===== config.mk =====
export PLATFORM = sky130hd
export DESIGN_NAME = dl_lshift_iter
export DESIGN_NICKNAME = d
export VERILOG_FILES = /design/src/rtl/dl_shift_pkg.sv /design/src/rtl/dl_lshift_step.sv /design/src/rtl/dl_lshift_iter.sv
export SDC_FILE = /design/constraint.sdc
export NUM_CORES = 1
export LEC_CHECK = 0
export ABC_AREA = 1
export CORE_AREA = 2 2 62 50
export CTS_CLUSTER_DIAMETER = 30
export DETAILED_ROUTE_END_ITERATION = 8
export DIE_AREA = 0 0 64 52
export GPL_ROUTABILITY_DRIVEN = 0
export PLACE_DENSITY = 0.84
export SETUP_SLACK_MARGIN = 0.5
export SKIP_CTS_REPAIR_TIMING = 1
export SLEW_MARGIN = 20
export SYNTH_ARGS = -nofsm -noshare
export SYNTH_HDL_FRONTEND = slang
export SYNTH_HIERARCHICAL = 1
export SYNTH_SLANG_ARGS = --single-unit

===== constraint.sdc =====
create_clock -name clk -period 5.4 [get_ports clk]
set_clock_uncertainty 0.1 [all_clocks]
set_input_delay 1.08 -clock clk [delete_from_list [all_inputs] [get_ports clk]]
set_output_delay 1.08 -clock clk [all_outputs]
set_load 0.005 [all_outputs]

===== src/rtl/dl_shift_pkg.sv =====
// Shared types for the iterative left shifter and its right-shift companion.
package dl_shift_pkg;

    // Shift type; the right shifter reuses the same encoding for its sh_type.
    typedef enum logic {
        SH_LOGICAL = 1'b0,
        SH_ROTATE  = 1'b1
    } sh_type_e;

    // Control state of the iterative left shifter.
    typedef enum logic [1:0] {
        IDLE = 2'd0,
        BUSY = 2'd1,
        DONE = 2'd2
    } lshift_state_e;

endpackage : dl_shift_pkg


===== src/rtl/dl_lshift_step.sv =====
// One log-stage of the left shifter: shift or rotate left by 2^stage when enabled.
module dl_lshift_step
    import dl_shift_pkg::*;
#(
    parameter  int unsigned NUM_BITS       = 8,
    localparam int unsigned NUM_SHIFT_BITS = $clog2(NUM_BITS)
) (
    input  logic [NUM_BITS-1:0]       data_i,
    input  logic [NUM_SHIFT_BITS-1:0] stage_i,
    input  logic                      en_i,
    input  sh_type_e                  sh_type_i,
    output logic [NUM_BITS-1:0]       data_o
);

    localparam int unsigned AW = NUM_SHIFT_BITS + 1;

    logic [AW-1:0]       amt;
    logic [AW-1:0]       wrap_amt;
    logic [NUM_BITS-1:0] shl;
    logic [NUM_BITS-1:0] wrap;

    // Stage amount is 2^stage, at most NUM_BITS/2, so the wrap amount is never zero.
    always_comb begin
        amt      = AW'(1) << stage_i;
        wrap_amt = AW'(NUM_BITS) - amt;
        shl      = data_i << amt;
        wrap     = data_i >> wrap_amt;
        data_o   = data_i;
        if (en_i) begin
            data_o = (sh_type_i == SH_ROTATE) ? (shl | wrap) : shl;
        end
    end

endmodule : dl_lshift_step


===== src/rtl/dl_lshift_iter.sv =====
// Multi-cycle left shifter/rotator: one log-stage per cycle between valid/ready handshakes.
module dl_lshift_iter
    import dl_shift_pkg::*;
#(
    parameter  int unsigned NUM_BITS       = 8,
    localparam int unsigned NUM_SHIFT_BITS = $clog2(NUM_BITS)
) (
    input  logic                      clk,
    input  logic                      rst,
    input  logic                      in_vld,
    output logic                      in_rdy,
    input  logic                      sh_type,
    input  logic [NUM_BITS-1:0]       in,
    input  logic [NUM_SHIFT_BITS-1:0] shamt,
    output logic                      out_vld,
    input  logic                      out_rdy,
    output logic [NUM_BITS-1:0]       out
);

    localparam int unsigned SW = NUM_SHIFT_BITS;

    lshift_state_e       state_q, state_d;
    logic [NUM_BITS-1:0] data_q,  data_d;
    logic [SW-1:0]       shamt_q, shamt_d;
    sh_type_e            type_q,  type_d;
    logic [SW-1:0]       cnt_q,   cnt_d;
    logic                in_rdy_q, in_rdy_d;
    logic                out_vld_q, out_vld_d;

    logic [SW-1:0]       shamt_sel;
    logic [NUM_BITS-1:0] step_data;

    // Shift-amount bit for the current stage, without a mis-sized bit index.
    assign shamt_sel = shamt_q >> cnt_q;

    dl_lshift_step #(
        .NUM_BITS (NUM_BITS)
    ) u_step (
        .data_i    (data_q),
        .stage_i   (cnt_q),
        .en_i      (shamt_sel[0]),
        .sh_type_i (type_q),
        .data_o    (step_data)
    );

    // Next-state, datapath update and handshake flag decode.
    always_comb begin
        state_d  = state_q;
        data_d   = data_q;
        shamt_d  = shamt_q;
        type_d   = type_q;
        cnt_d    = cnt_q;
        case (state_q)
            IDLE: begin
                if (in_vld) begin
                    data_d  = in;
                    shamt_d = shamt;
                    type_d  = sh_type_e'(sh_type);
                    cnt_d   = '0;
                    state_d = BUSY;
                end
            end
            BUSY: begin
                data_d = step_data;
                cnt_d  = cnt_q + SW'(1);
                if (cnt_q == SW'(SW - 1)) begin
                    state_d = DONE;
                end
            end
            DONE: begin
                if (out_rdy) begin
                    state_d = IDLE;
                end
            end
            default: begin
                state_d = IDLE;
            end
        endcase
        in_rdy_d  = (state_d == IDLE);
        out_vld_d = (state_d == DONE);
    end

    // State and datapath registers; reset wins over any handshake.
    always_ff @(posedge clk) begin
        if (rst) begin
            state_q   <= IDLE;
            data_q    <= '0;
            shamt_q   <= '0;
            type_q    <= SH_LOGICAL;
            cnt_q     <= '0;
            in_rdy_q  <= 1'b1;
            out_vld_q <= 1'b0;
        end else begin
            state_q   <= state_d;
            data_q    <= data_d;
            shamt_q   <= shamt_d;
            type_q    <= type_d;
            cnt_q     <= cnt_d;
            in_rdy_q  <= in_rdy_d;
            out_vld_q <= out_vld_d;
        end
    end

    assign in_rdy  = in_rdy_q;
    assign out_vld = out_vld_q;
    assign out     = data_q;

endmodule : dl_lshift_iter


==> run summary <==
largest net degree at the start of global routing - 22
CTS clk-pin slew, worst paths - 110 ps
CP Data Arrival Time - 1370 ps
final net count - 290
Clock power frac - 0.194
register area share after synthesis - 0.267
Syn Std Cell Area - 1430 sq um
Cells after Synth - 246
Skew-Pair Late Insertion Delay - 300 ps
Die Y - 52 microns
post-route cell area - 1720 sq um
critical path type - flip-flop to output port
Crit Path Max Fanout - 8
dominant cells by area after synthesis - dfxtp_1, nand3_1, nand2_1
TritonCTS clock tree - yes
post-route ant nets - 0
slowest CP cell - clkdlybuf4s50_1
buffer and inverter count on the worst path - 1
register bit count reported by yosys - 19
# diodes - 0
Logic pwr share - 0.351
Post-Syn Nets - 264
Startpoint Class - flip-flop
CTS root buf - clkbuf_4
Iter 0 DRT Violations - 138
row cnt - 17
via count - 1592
Inserted Clock Buffers - 3
ratio of cells with drive above 1 in the final layout - 0.0886
Cell Area, Placed - 1700 sq um
P_leak - 0.000826 uW
class of the worst hold path - flip-flop to flip-flop
# clock sinks - 19
maxcap violations - 0
Port-buffer cells - 25
first-pass GRT wire length - 6180 microns
gr ovfl total - 0
fin. max-slew vios - 0
WP data required - 4220 ps
top cell type by total area after synthesis - dfxtp_1
crit path time final - 2550 ps
CP peak stage delay - 560 ps
commonest non-fill, non-tap cell in the layout - nand2_1
sum of negative setup slack - 0 ps
WL per Instance - 11.3 microns
R2R setup slack - 3110 ps
crit-path leading delay family - buffers and inverters
Sw Pwr - 134 uW
Crit. End Element - output port
Final Setup Violations - 0
Rel. slew slack - 0.729
Final Hold Viols - 0
clock buffer depth - 2
H-tree Lvls - 1
Slew @ Worst Pin - 405 ps
FILL cells - 261
Worst VDD drop - 135 uV
most frequent cells in the layout - nand2_1, nand3_1, inv_1, nor2_1, clkdlybuf4s50_1
# IOs - 26
core area - 2740 sq um
post-synth top area share - 0.267
Power Dens Cells - 214 nW/um^2
DRC Markers - 0
initial antenna violation count - 0
layout overhead on the synthesized area - 20.9%
vias per inst - 5.15
Sw Share - 0.363
Peak Freq - 392 MHz
Internal - 235 uW
drt first pass iters - 4
crit share post-route - 0.472
HPWL Detailed - 2670 microns
final wirelength - 3490 microns
Synth Warn # - 6
critical path, cell by cell - clkdlybuf4s50_1
status - completed
Die Wd - 64 microns
RSZ-0062 raised after global routing - false
number of global-route vias before repair - 1388
GRT Total Usage - 0.235
Starting Density - 0.520
Post-Syn Area per Cell - 5.80 sq um
Reg power frac - 0.455
synth unique cells - 23
die area - 3330 sq um
worst paths after layout:
kind	start	endpoint	cells past startpoint
min reg2reg	shamt_q[1]	shamt_q[1]	2
min	shamt_q[1]	shamt_q[1]	2
max	out[1]	out[1]	1
max reg2reg	cnt_q[0]	out[7]	13
power groups by stage:
stage          sequential [uW]  combinational (uW)  clock, uW
2_1_floorplan              165                87.6          0
3_3_place_gp               171                 126          0
3_5_place_dp               171                 127          0
4_1_cts                    168                 127       73.5
5_1_grt                    170                 147       79.0
6_report                   168                 130       71.6
registers in the layout (all words and copies together) (netlist names):
name	cells
shamt_q	3
in_rdy	1
state_q	2
out_vld	1
cnt_q	3
out	8
type_q	1
cell families (layout without fill, tap and decap cells):
group	Yosys count	count (layout)	share of synthesized area
buffers and inverters	46	71	0.132
DFF	19	19	0.267
adders and majority gates	2	2	0.0175
AOI/OAI and AO/OA	27	27	0.101
and+or+nand+nor	152	152	0.482
cell usage after synthesis (all sizes together):
cell type   n
o22ai       1
a21oi      14
nand4       1
o21ai      11
nor3        3
nor2       34
buf         3
nand3      47
inv        41
clkbuf      2
nand2      65
or2         2
ha          2
o221ai      1
dfxtp      19
per-stage QoR:
stage	power, uW	std cells	setup WS [ps]	util	hold WS [ps]
after global routing	397	309	2800	0.628	431
final	369	309	2850	0.628	394
after detailed placement	298	305	2980	0.618	376
after floorplan	253	246	3420	-	350
after CTS	368	309	2850	0.628	398
after global placement	297	305	2990	0.618	368
cell type report:
cell class | instances | area, sq um | share of cell area
Multi-Input combinational cell | 181 | 857 | 0.497
Sequential cell | 19 | 380 | 0.221
Timing Repair Buffer | 26 | 258 | 0.149
Inverter | 41 | 154 | 0.0893
Tap cell | 38 | 47.5 | 0.0276
Clock buffer | 3 | 22.5 | 0.0131
Clock inverter | 1 | 5.00 | 0.00290
per-layer routing:
layer | vias up | part of all wire | GRT usage
li1 | 832 | - | -
met1 | 672 | 0.49 | 0.337
met2 | 84 | 0.41 | 0.354
met3 | 4 | 0.087 | 0.0455
met4 | 0 | 0.0052 | 0.0688
met5 | - | 0 | 0
(Power assumes the default switching activity.)
==> variant (config.mk and constraints unchanged) <==
Re-encode `lshift_state_e` (3 states) as one-hot, 3 bits wide.
--- a/src/rtl/dl_shift_pkg.sv
+++ b/src/rtl/dl_shift_pkg.sv
@@ -8,10 +8,10 @@
     } sh_type_e;
 
     // Control state of the iterative left shifter.
-    typedef enum logic [1:0] {
-        IDLE = 2'd0,
-        BUSY = 2'd1,
-        DONE = 2'd2
+    typedef enum logic [2:0] {
+        IDLE = 3'b001,
+        BUSY = 3'b010,
+        DONE = 3'b100
     } lshift_state_e;
 
 endpackage : dl_shift_pkg
Function: no difference found for any inputs over 10 cycles, from zero or initial values and one cycle with rst high; not proved beyond that.
==> variant against the original RTL <==
Count of clock-buffer cells in the layout stayed put. Cell area is 9.0% higher. Setup slack worse by 0.13 ns. Sequential power is 8% higher. Combinational power is 3% lower. Global-route usage is 3.4 points higher. Wire length is 23% higher. Non-clock buffer count is 1 lower. Utilization is 5.7 points higher. Sequential cell count is 1 higher. Total power is 18% higher. Synthesized area is 12% higher.
==> variant: results (changes against the original RTL) <==
----------------------------------------------------
[Placement]
  Dpl cell area ... 1830 sq um (+7.7%)
  Placed cell count ... 323 (+5.9%)
  Half-perimeter wire length after detailed placement ... 3010 um (+13%)
  Worst setup slack before clock tree synthesis ... 2.86 ns (-0.123 ns)

[Logic synthesis]
  Area share of fa/ha/maj cells after synthesis ... 0.0156 (-0.00191)
  Share of the synthesized area in compound gates (AO/OA/AOI/OAI) ... 0.0844 (-0.0164)
  Ranking of synthesized cells by area ... dfxtp_1 25%, nand2_1 19%, nand3_1 9.7%, nor2_1 8.0%, inv_1 7.0%
  Syn nets ... 287 (+8.7%)
  Part of the Yosys area used for sequential elements ... 0.250 (-0.0165)
  Synthesized area per cell ... 5.95 sq um (+2.6%)

[Clock tree]
  Clock insertion delay at the later pin of the skew report ... 0.32 ns (+0.02 ns)
  CTS clock-pin slew for the worst setup and hold paths ... 0.13 ns (+0.02 ns)

[Routing]
  First-iteration detailed-routing DRC count ... 172 (+25%)
  Detailed-router iteration count before antenna repair ... 5 (+1)
  Via count ... 1817 (+14%)
  Overall routed net length ... 4290 um (+23%)

[Cells and area]
  Final Net Count ... 308 (+6.2%)
  Layout cell share with drive strength beyond 1 ... 0.0934 (+0.00486)
  # fillers ... 238 (-8.8%)
  Layout inverter count without the clock tree ... 39 (-4.9%)
  Plain + repair buffers ... 25 (-3.8%)
  Fraction of standard cell area that is sequential ... 0.213 (-0.00756)
  Final Instance Area ... 1880 sq um (+9.0%)
  Multi-input gates ... 201 (+11%)
  Clk cell area share ... 0.0280 (+0.0120)
  P&R area growth vs syn ... 17.4%

[Global route]
  Total GRT Usage ... 0.269 (+0.0343)
  Wire length of the first global-routing pass ... 6980 um (+13%)
  Number of global-route vias before repair ... 1500 (+8.1%)
  Largest net degree at the start of global routing ... 23 (+4.5%)

[Timing]
  Hold Worst Slack ... 0.375 ns (-0.0193 ns)
  Max Clk Rate ... 373 MHz (-4.8%)
  Headroom to the max-slew limit ... 0.350 (-0.379)

[Power]
  Worst supply voltage drop on vdd ... 170 uV (+25%)
  Power share of the sequential group ... 0.416 (-0.039)
  NetSw ... 145 uW (+8.1%)
  Leakage ... 0.894 nW (+8.2%)
  Power drawn by the combinational cells ... 126 uW (-3%)

[Worst setup path]
  Slowest library cell on the worst path ... a21oi_1
  Worst-case register-to-register setup slack ... 2.72 ns (-0.39 ns)
  Top fanout value on the critical path ... 13 (+5)
  Maximum cell stage delay along the critical path ... 0.80 ns (+0.24 ns)

[Run status]
  Result of the run ... completed

----------------------------------------------------
-- variant: worst paths after layout --
| check | start | end | depth (start not counted) |
|---|---|---|---|
| worst max register to register | cnt_q[1]$_SDFFE_PP0P_ | out[7]$_SDFFE_PP0P_ | 10 |
| worst min-delay path | shamt_q[2]$_SDFFE_PP0P_ | shamt_q[2]$_SDFFE_PP0P_ | 2 |
| worst min register to register | shamt_q[2]$_SDFFE_PP0P_ | shamt_q[2]$_SDFFE_PP0P_ | 2 |
| worst max-delay path | cnt_q[1]$_SDFFE_PP0P_ | out[7]$_SDFFE_PP0P_ | 10 |
-- variant: critical path: cells and delay by family (launching register included) --
kind,cells,cell delay [ns]
AOI/OAI and AO/OA,3,1.12
DFF,1,0.61
and+or+nand+nor,6,0.56
buffers and inverters,1,0.23
-- variant: metal layers --
metal / global-route usage / wire length (um)
met2: 0.425 / 1940
met1: 0.371 / 1910
met3: 0.0606 / 400
met5: 0 / 0
met4: 0.0652 / 38
